File: config.mk
export PLATFORM = sky130hd
export DESIGN_NAME = accum_sequencer
export DESIGN_NICKNAME = d
export VERILOG_FILES = /design/src/rtl/accum_pkg.sv /design/src/rtl/accum_sequencer.sv
export SDC_FILE = /design/constraint.sdc
export NUM_CORES = 1
export LEC_CHECK = 0
export CORE_MARGIN = 5
export CORE_UTILIZATION = 42
export DETAILED_ROUTE_END_ITERATION = 10
export GPL_TIMING_DRIVEN = 1
export HOLD_SLACK_MARGIN = 0.1
export PLACE_DENSITY = 0.86
export REMOVE_ABC_BUFFERS = 1
export SYNTH_ARGS = -nofsm -noshare
export SYNTH_HDL_FRONTEND = slang
export SYNTH_SLANG_ARGS = --single-unit
File: constraint.sdc
create_clock -name clk_in -period 3.7 [get_ports clk_in]
set_input_delay 1.11 -clock clk_in [delete_from_list [all_inputs] [get_ports clk_in]]
set_output_delay 1.11 -clock clk_in [all_outputs]
set_load 0.01 [all_outputs]
File: src/rtl/accum_pkg.sv
// rtl/accum_pkg.sv - shared state encoding and default widths for accum_sequencer
package accum_pkg;

    localparam int DEFAULT_DATA_WIDTH = 4;
    localparam int STATE_WIDTH        = 2;

    typedef enum logic [STATE_WIDTH-1:0] {
        ST_IDLE  = 2'd0,
        ST_ACCUM = 2'd1,
        ST_DONE  = 2'd2
    } state_t;

endpackage

File: src/rtl/accum_sequencer.sv
// rtl/accum_sequencer.sv - multi-operand accumulator controller around an external adder
//
// Optional feature macro: ACCUM_OVERFLOW_EN (sticky unsigned-wrap flag on overflow_out).
//
// Ports:
//   clk_in            rising-edge clock
//   rst_n_in          asynchronous active-low reset
//   start_in          begin a new accumulation (honoured in IDLE only)
//   operand_in        operand data
//   operand_valid_in  operand_in is valid
//   operand_ready_out operand accepted this cycle (ACCUM only)
//   add_a_out         to adder: registered running sum
//   add_b_out         to adder: operand_in pass-through
//   add_sum_in        from adder: add_a_out + add_b_out
//   result_out        final sum (DONE only, else 0)
//   result_valid_out  result_out is valid
//   result_ready_in   consumer takes the result
//   busy_out          state is not IDLE
//   overflow_out      sticky wrap flag shown in DONE (0 when feature disabled)
module accum_sequencer
    import accum_pkg::*;
#(
    parameter int DATA_WIDTH   = DEFAULT_DATA_WIDTH,
    parameter int NUM_OPERANDS = 4,
    parameter int CNT_WIDTH    = 3
) (
    input  logic                  clk_in,
    input  logic                  rst_n_in,
    input  logic                  start_in,
    input  logic [DATA_WIDTH-1:0] operand_in,
    input  logic                  operand_valid_in,
    output logic                  operand_ready_out,
    output logic [DATA_WIDTH-1:0] add_a_out,
    output logic [DATA_WIDTH-1:0] add_b_out,
    input  logic [DATA_WIDTH-1:0] add_sum_in,
    output logic [DATA_WIDTH-1:0] result_out,
    output logic                  result_valid_out,
    input  logic                  result_ready_in,
    output logic                  busy_out,
    output logic                  overflow_out
);

    // Counter value at which the incoming transfer is the final operand.
    localparam logic [CNT_WIDTH-1:0] LAST_CNT = CNT_WIDTH'(NUM_OPERANDS - 1);

    state_t                state, state_nxt;
    logic [DATA_WIDTH-1:0] sum, sum_nxt;
    logic [CNT_WIDTH-1:0]  cnt, cnt_nxt;
    logic                  xfer;

    assign xfer = (state == ST_ACCUM) && operand_valid_in;

    always_ff @(posedge clk_in or negedge rst_n_in) begin
        if (!rst_n_in) begin
            state <= ST_IDLE;
            sum   <= '0;
            cnt   <= '0;
        end else begin
            state <= state_nxt;
            sum   <= sum_nxt;
            cnt   <= cnt_nxt;
        end
    end

    always_comb begin
        state_nxt         = state;
        sum_nxt           = sum;
        cnt_nxt           = cnt;
        operand_ready_out = 1'b0;
        result_valid_out  = 1'b0;
        result_out        = '0;
        busy_out          = 1'b1;
        case (state)
            ST_IDLE: begin
                busy_out = 1'b0;
                if (start_in) begin
                    sum_nxt   = '0;
                    cnt_nxt   = '0;
                    state_nxt = ST_ACCUM;
                end
            end
            ST_ACCUM: begin
                operand_ready_out = 1'b1;
                if (xfer) begin
                    sum_nxt = add_sum_in;
                    cnt_nxt = cnt + 1'b1;
                    if (cnt == LAST_CNT) begin
                        state_nxt = ST_DONE;
                    end
                end
            end
            ST_DONE: begin
                result_valid_out = 1'b1;
                result_out       = sum;
                if (result_ready_in) begin
                    state_nxt = ST_IDLE;
                end
            end
            default: begin
                state_nxt = ST_IDLE;
            end
        endcase
    end

    assign add_a_out = sum;
    // Gated by reset so every output reads 0 while reset is held.
    assign add_b_out = rst_n_in ? operand_in : '0;

`ifdef ACCUM_OVERFLOW_EN
    logic ovf, ovf_nxt;

    always_ff @(posedge clk_in or negedge rst_n_in) begin
        if (!rst_n_in) begin
            ovf <= 1'b0;
        end else begin
            ovf <= ovf_nxt;
        end
    end

    always_comb begin
        ovf_nxt = ovf;
        if ((state == ST_IDLE) && start_in) begin
            ovf_nxt = 1'b0;
        end else if (xfer && (add_sum_in < sum)) begin
            // A sum smaller than the running sum means the adder wrapped.
            ovf_nxt = 1'b1;
        end
    end

    assign overflow_out = (state == ST_DONE) && ovf;
`else
    assign overflow_out = 1'b0;
`endif

endmodule

==> results_dict.tcl, run 1 <==
set metrics [dict create \
    io_pins 29 \
    clkTransAtPathRegs_ps 60 \
    grt_pass1_vias 499 \
    crit_path_start "rst_n_in" \
    power.share.sequential 0.365 \
    start_util 0.456 \
    p_clk_frac 0.148 \
    p_comb_frac 0.487 \
    clock_latency_ps 260 \
    drtAntennaViolNets 0 \
    drc 0 \
    ys_ff_latch 9 \
    diodes 0 \
    drive_gt1_frac 0.156 \
    area_growth_pct 48.0 \
    endpoint "add_b_out[1]" \
    fin_crit_ps 3450 \
    htree_levels 1 \
    fmax_ghz 0.290 \
    cts_resized 0 \
    cp.arrival_ps 2340 \
    hold_violations 0 \
    root_buffer "clkbuf_4" \
    clock-sinks 9 \
    place_area_um2 885 \
    place_congestion 0.691 \
    slew_headroom 0.612 \
    crit_type "input port to output pin" \
    dieHeight_um 48.3 \
    worstMarginPinSlew_ps 583 \
    cts_hold_buf 0 \
    grt_first_pass_wirelength_mm 2.21 \
    antenna_found_initial 0 \
    gr-total-overflow 0 \
    holdCritStartpoint "state[1]" \
    finalNetCount 106 \
    post-route-period-util 0.933 \
    netlist_area_um2 616 \
    wl_mm 1.46 \
    cts_setup_buffers 0 \
    drv_slew 0 \
    switching_power_uw 208 \
    status "complete, no violations" \
    ff2ff_path_depth 2 \
    drtIter0Drc 5 \
    io_buffers 27 \
    clockBufferDepth 2 \
    worst_setup_path_end_kind "output pin" \
    dieArea_mm2 0.00233 \
    dp_hpwl_mm 1.12 \
    ir_drop_v 0.000422 \
    worst-path-max-fanout 6 \
    multi_input_area_um2 325 \
    setup_tns_ps 0 \
    yosys_warnings 0 \
    maxCapViolations 0 \
    p_sw_frac 0.389 \
    rows 13 \
    p_leak_nw 0.382 \
    intPower_uw 327 \
    synth_area_per_cell_um2 10.1 \
    cp-start-kind "input port" \
    grt_use_total 0.137 \
    hp-class "flip-flop to flip-flop" \
    rsz0062_at_grt "no" \
    seqCellArea_um2 225 \
    n_fill_cell 110 \
    cts_tree "done" \
    yosysUniqueCellTypes 18 \
    synth_cells 61 \
    r2r_setup_slack_ps 2210 \
    reg2reg_to "cnt[2]" \
    floorplan.core_area_mm2 0.00135 \
    clock_skew_ps 1.00 \
    r2r_start "state[0]" \
    chipWidth_um 48.3 \
    first_pass_iters 2 \
    viasPerCell 5.04 \
    grt_max_degree 20 \
    power_density_mw_per_mm2 587 \
    setup_viol 0 \
    wl_per_cell_um 13.9 \
    seq_area_frac_synth 0.366 \
    final_area_um2 911 \
    numCtsBuffers 3 \
    vias 529 \
    critical_path_required_ps 2590 \
]
## cells in the final DEF, fill, tap and decap left out
cell type,count
and2_1,9
buf_4,2
clkbuf_1,1
clkbuf_4,3
clkdlybuf4s50_1,27
conb_1,1
dfrtp_1,9
ha_1,2
inv_1,8
nand2_1,5
nand2b_1,2
nand2b_2,1
nand3_1,1
nand3b_1,7
nor2b_1,2
o21ba_1,1
o221ai_2,7
o2bb2ai_1,1
or2_2,1
## per-layer routing
layer,GRT usage,wire (µm),up-vias
met5,0,0,-
met3,0.0295,141,5
li1,-,-,266
met1,0.157,566,238
met4,0.0806,39,0
met2,0.232,709,20
## Yosys cell counts
cell       n  area [µm²]
and2_1     9        56.3
dfrtp_1    9         225
inv_1      8        30.0
nand3b_1   7        52.6
o221ai_2   7         105
nand2_1    5        18.8
buf_6      2        22.5
ha_1       2        25.0
nand2b_1   2        12.5
nor2b_1    2        12.5
buf_2      1        5.00
buf_4      1        7.51
conb_1     1        3.75
nand2b_2   1        8.76
nand3_1    1        5.00
o21ba_1    1        10.0
o2bb2ai_1  1        8.76
or2_2      1        6.26
## worst max-delay path, cell delays in order
cell and delay (ps):
clkdlybuf4s50_1 540, and2_1 150, clkdlybuf4s50_1 540
## power by group through the flow
stage | Sequential [mW] | Combinational [mW] | Clock (mW)
after global placement | 0.192 | 0.256 | 0
after detailed placement | 0.197 | 0.265 | 0
after global routing | 0.202 | 0.290 | 0.0855
after CTS | 0.195 | 0.266 | 0.0819
after floorplan | 0.191 | 0.152 | 0
final | 0.195 | 0.260 | 0.0791
## sequential cells by signal, summed over array words and instances, names as in the netlist
signal,flops
cnt,3
add_a_out,4
state,2
## worst min path at each step
stage | to | slack [ps] | cells past startpoint
after CTS | state[1] | 540 | 1
after global routing | state[1] | 570 | 1
after floorplan | state[1] | 470 | 1
after global placement | state[1] | 490 | 1
final | state[1] | 540 | 1
after detailed placement | state[1] | 530 | 1
## stage by stage
stage	std cells	hold slack (ps)	util	power, mW	setup slack (ps)
final	105	541	0.675	0.534	248
after global routing	105	565	0.675	0.577	184
after CTS	105	545	0.675	0.543	230
after detailed placement	101	533	0.655	0.462	248
after global placement	101	491	0.655	0.449	278
after floorplan	57	468	-	0.343	1320
## layout make-up
class	count	area share
clock buffers	4	0.0288
well taps	15	0.0206
flip-flops and latches	9	0.247
repair buffers	29	0.313
inverters	8	0.0330
multi-input cells	40	0.357
## cells by family (layout without fill, tap and decap cells)
logic type               Yosys count  count (layout)  synth area share
other                              1               1           0.00609
AO/OA/AOI/OAI                      9               9             0.201
AND/OR/NAND/NOR                   28              28             0.280
adder cells (fa/ha/maj)            2               2            0.0406
flip-flops                         9               9             0.366
buffers and inverters             12              41             0.106
(Power assumes the default switching activity.)
==> inputs of run 2 (changes only) <==
--- a/config.mk
+++ b/config.mk
@@ -6,11 +6,11 @@
 export NUM_CORES = 1
 export LEC_CHECK = 0
 export CORE_MARGIN = 5
-export CORE_UTILIZATION = 42
+export CORE_UTILIZATION = 35
 export DETAILED_ROUTE_END_ITERATION = 10
 export GPL_TIMING_DRIVEN = 1
 export HOLD_SLACK_MARGIN = 0.1
-export PLACE_DENSITY = 0.86
+export PLACE_DENSITY = 0.77
 export REMOVE_ABC_BUFFERS = 1
 export SYNTH_ARGS = -nofsm -noshare
 export SYNTH_HDL_FRONTEND = slang
==> constraint.sdc (replaced) <==
create_clock -name clk_in -period 3 [get_ports clk_in]
set_input_delay 0.9 -clock clk_in [delete_from_list [all_inputs] [get_ports clk_in]]
set_output_delay 0.9 -clock clk_in [all_outputs]
set_load 0.01 [all_outputs]
==> results_dict.tcl, run 2 (same netlist as run 1, synthesis figures left out) <==
set metrics [dict create \
    io_buffers 27 \
    crit_path_start "operand_in[2]" \
    clkTransAtPathRegs_ps 60 \
    holdPathStages 1 \
    hold_end "state[1]" \
    wl_mm 1.48 \
    multi_input_area_um2 325 \
    fin_crit_ps 2890 \
    clock_skew_ps 0.371 \
    viasPerCell 4.68 \
    clock_latency_ps 260 \
    rows 15 \
    largest_reg_flops 4 \
    worst_setup_path_end_kind "output pin" \
    r2r_setup_slack_ps 1720 \
    numCtsBuffers 3 \
    setup_viol 0 \
    grt_max_degree 19 \
    place_area_um2 905 \
    ir_drop_v 0.000364 \
    area_growth_pct 51.0 \
    dieHeight_um 51.9 \
    cp.arrival_ps 1990 \
    drc 0 \
    holdCritStartpoint "state[1]" \
    floorplan.core_area_mm2 0.00171 \
    start_util 0.360 \
    first_pass_iters 4 \
    final_area_um2 930 \
    worst-path-max-fanout 1 \
    root_buffer "clkbuf_4" \
    p_leak_nw 0.387 \
    clockBufferDepth 2 \
    clock-sinks 9 \
    diodes 0 \
    r2r_start "state[0]" \
    vias 543 \
    power_density_mw_per_mm2 716 \
    status "complete, no violations" \
    drive_gt1_frac 0.165 \
    ff2ff_path_depth 3 \
    final_common_cell "clkdlybuf4s50_1" \
    htree_levels 1 \
    gr-total-overflow 0 \
    maxCapViolations 0 \
    setup_tns_ps 0 \
    fmax_ghz 0.346 \
    dieArea_mm2 0.00270 \
    cp-start-kind "input port" \
    cts_setup_buffers 0 \
    antenna_found_initial 0 \
    grt_use_total 0.122 \
    drtAntennaViolNets 0 \
    finalNetCount 107 \
    wl_per_cell_um 12.7 \
    crit_type "input port to output pin" \
    io_pins 29 \
    seqCellArea_um2 225 \
    post-route-period-util 0.964 \
    grt_pass1_vias 514 \
    critical_path_required_ps 2100 \
    grt_first_pass_wirelength_mm 2.33 \
    hold_violations 0 \
    cts_tree "done" \
    layout_common_cells "26 x clkdlybuf4s50_1, 9 x and2_1, 9 x dfrtp_1, 8 x inv_1" \
    place_congestion 0.707 \
    cts_resized 1 \
    cts_hold_buf 0 \
    chipWidth_um 51.9 \
    rsz0062_at_grt "no" \
    drv_slew 0 \
    drtIter0Drc 9 \
    reg2reg_to "cnt[0]" \
    hp-class "flip-flop to flip-flop" \
    n_fill_cell 168 \
]
-- run 2: metrics by stage --
step / power [mW] / setup WS [ps] / hold WS (ps) / util / std cells
final: 0.666 / 109 / 504 / 0.544 / 116
after global routing: 0.718 / 61.9 / 561 / 0.544 / 116
after CTS: 0.678 / 103 / 510 / 0.544 / 116
after detailed placement: 0.579 / -66.5 / 499 / 0.530 / 112
after global placement: 0.560 / -19.2 / 490 / 0.530 / 112
after floorplan: 0.423 / 1010 / 468 / - / 57
-- run 2: area by class of cell --
class,count,share of cell area
Multi-Input combinational cell,40,0.350
Timing Repair Buffer,30,0.314
Sequential cell,9,0.242
Tap cell,25,0.0336
Inverter,8,0.0323
Clock buffer,4,0.0283
-- run 2: worst max-delay path, stage by stage --
cell	delay, ps
clkdlybuf4s50_1	450
and2_1	110
clkdlybuf4s50_1	530
-- run 2: power breakdown --
group          internal [mW]  total, mW  switching [mW]
logic                  0.187      0.356           0.168
registers              0.172      0.214          0.0420
clock network         0.0514     0.0962          0.0448
total                  0.411      0.666           0.255
-- run 2: worst max-delay path by stage --
stage | endpoint | cells past startpoint
global route | add_b_out[1] | 3
floorplan | result_out[0] | 2
detailed placement | add_b_out[1] | 3
finish | add_b_out[2] | 3
CTS | add_b_out[0] | 3
global placement | add_b_out[3] | 3
-- run 2: routing by layer --
metal  track usage  wire [µm]  up-vias
li1              -          -      264
met3        0.0487        209        3
met5             0          0        -
met4        0.0786         30        0
met1         0.142        618      243
met2         0.182        619       33
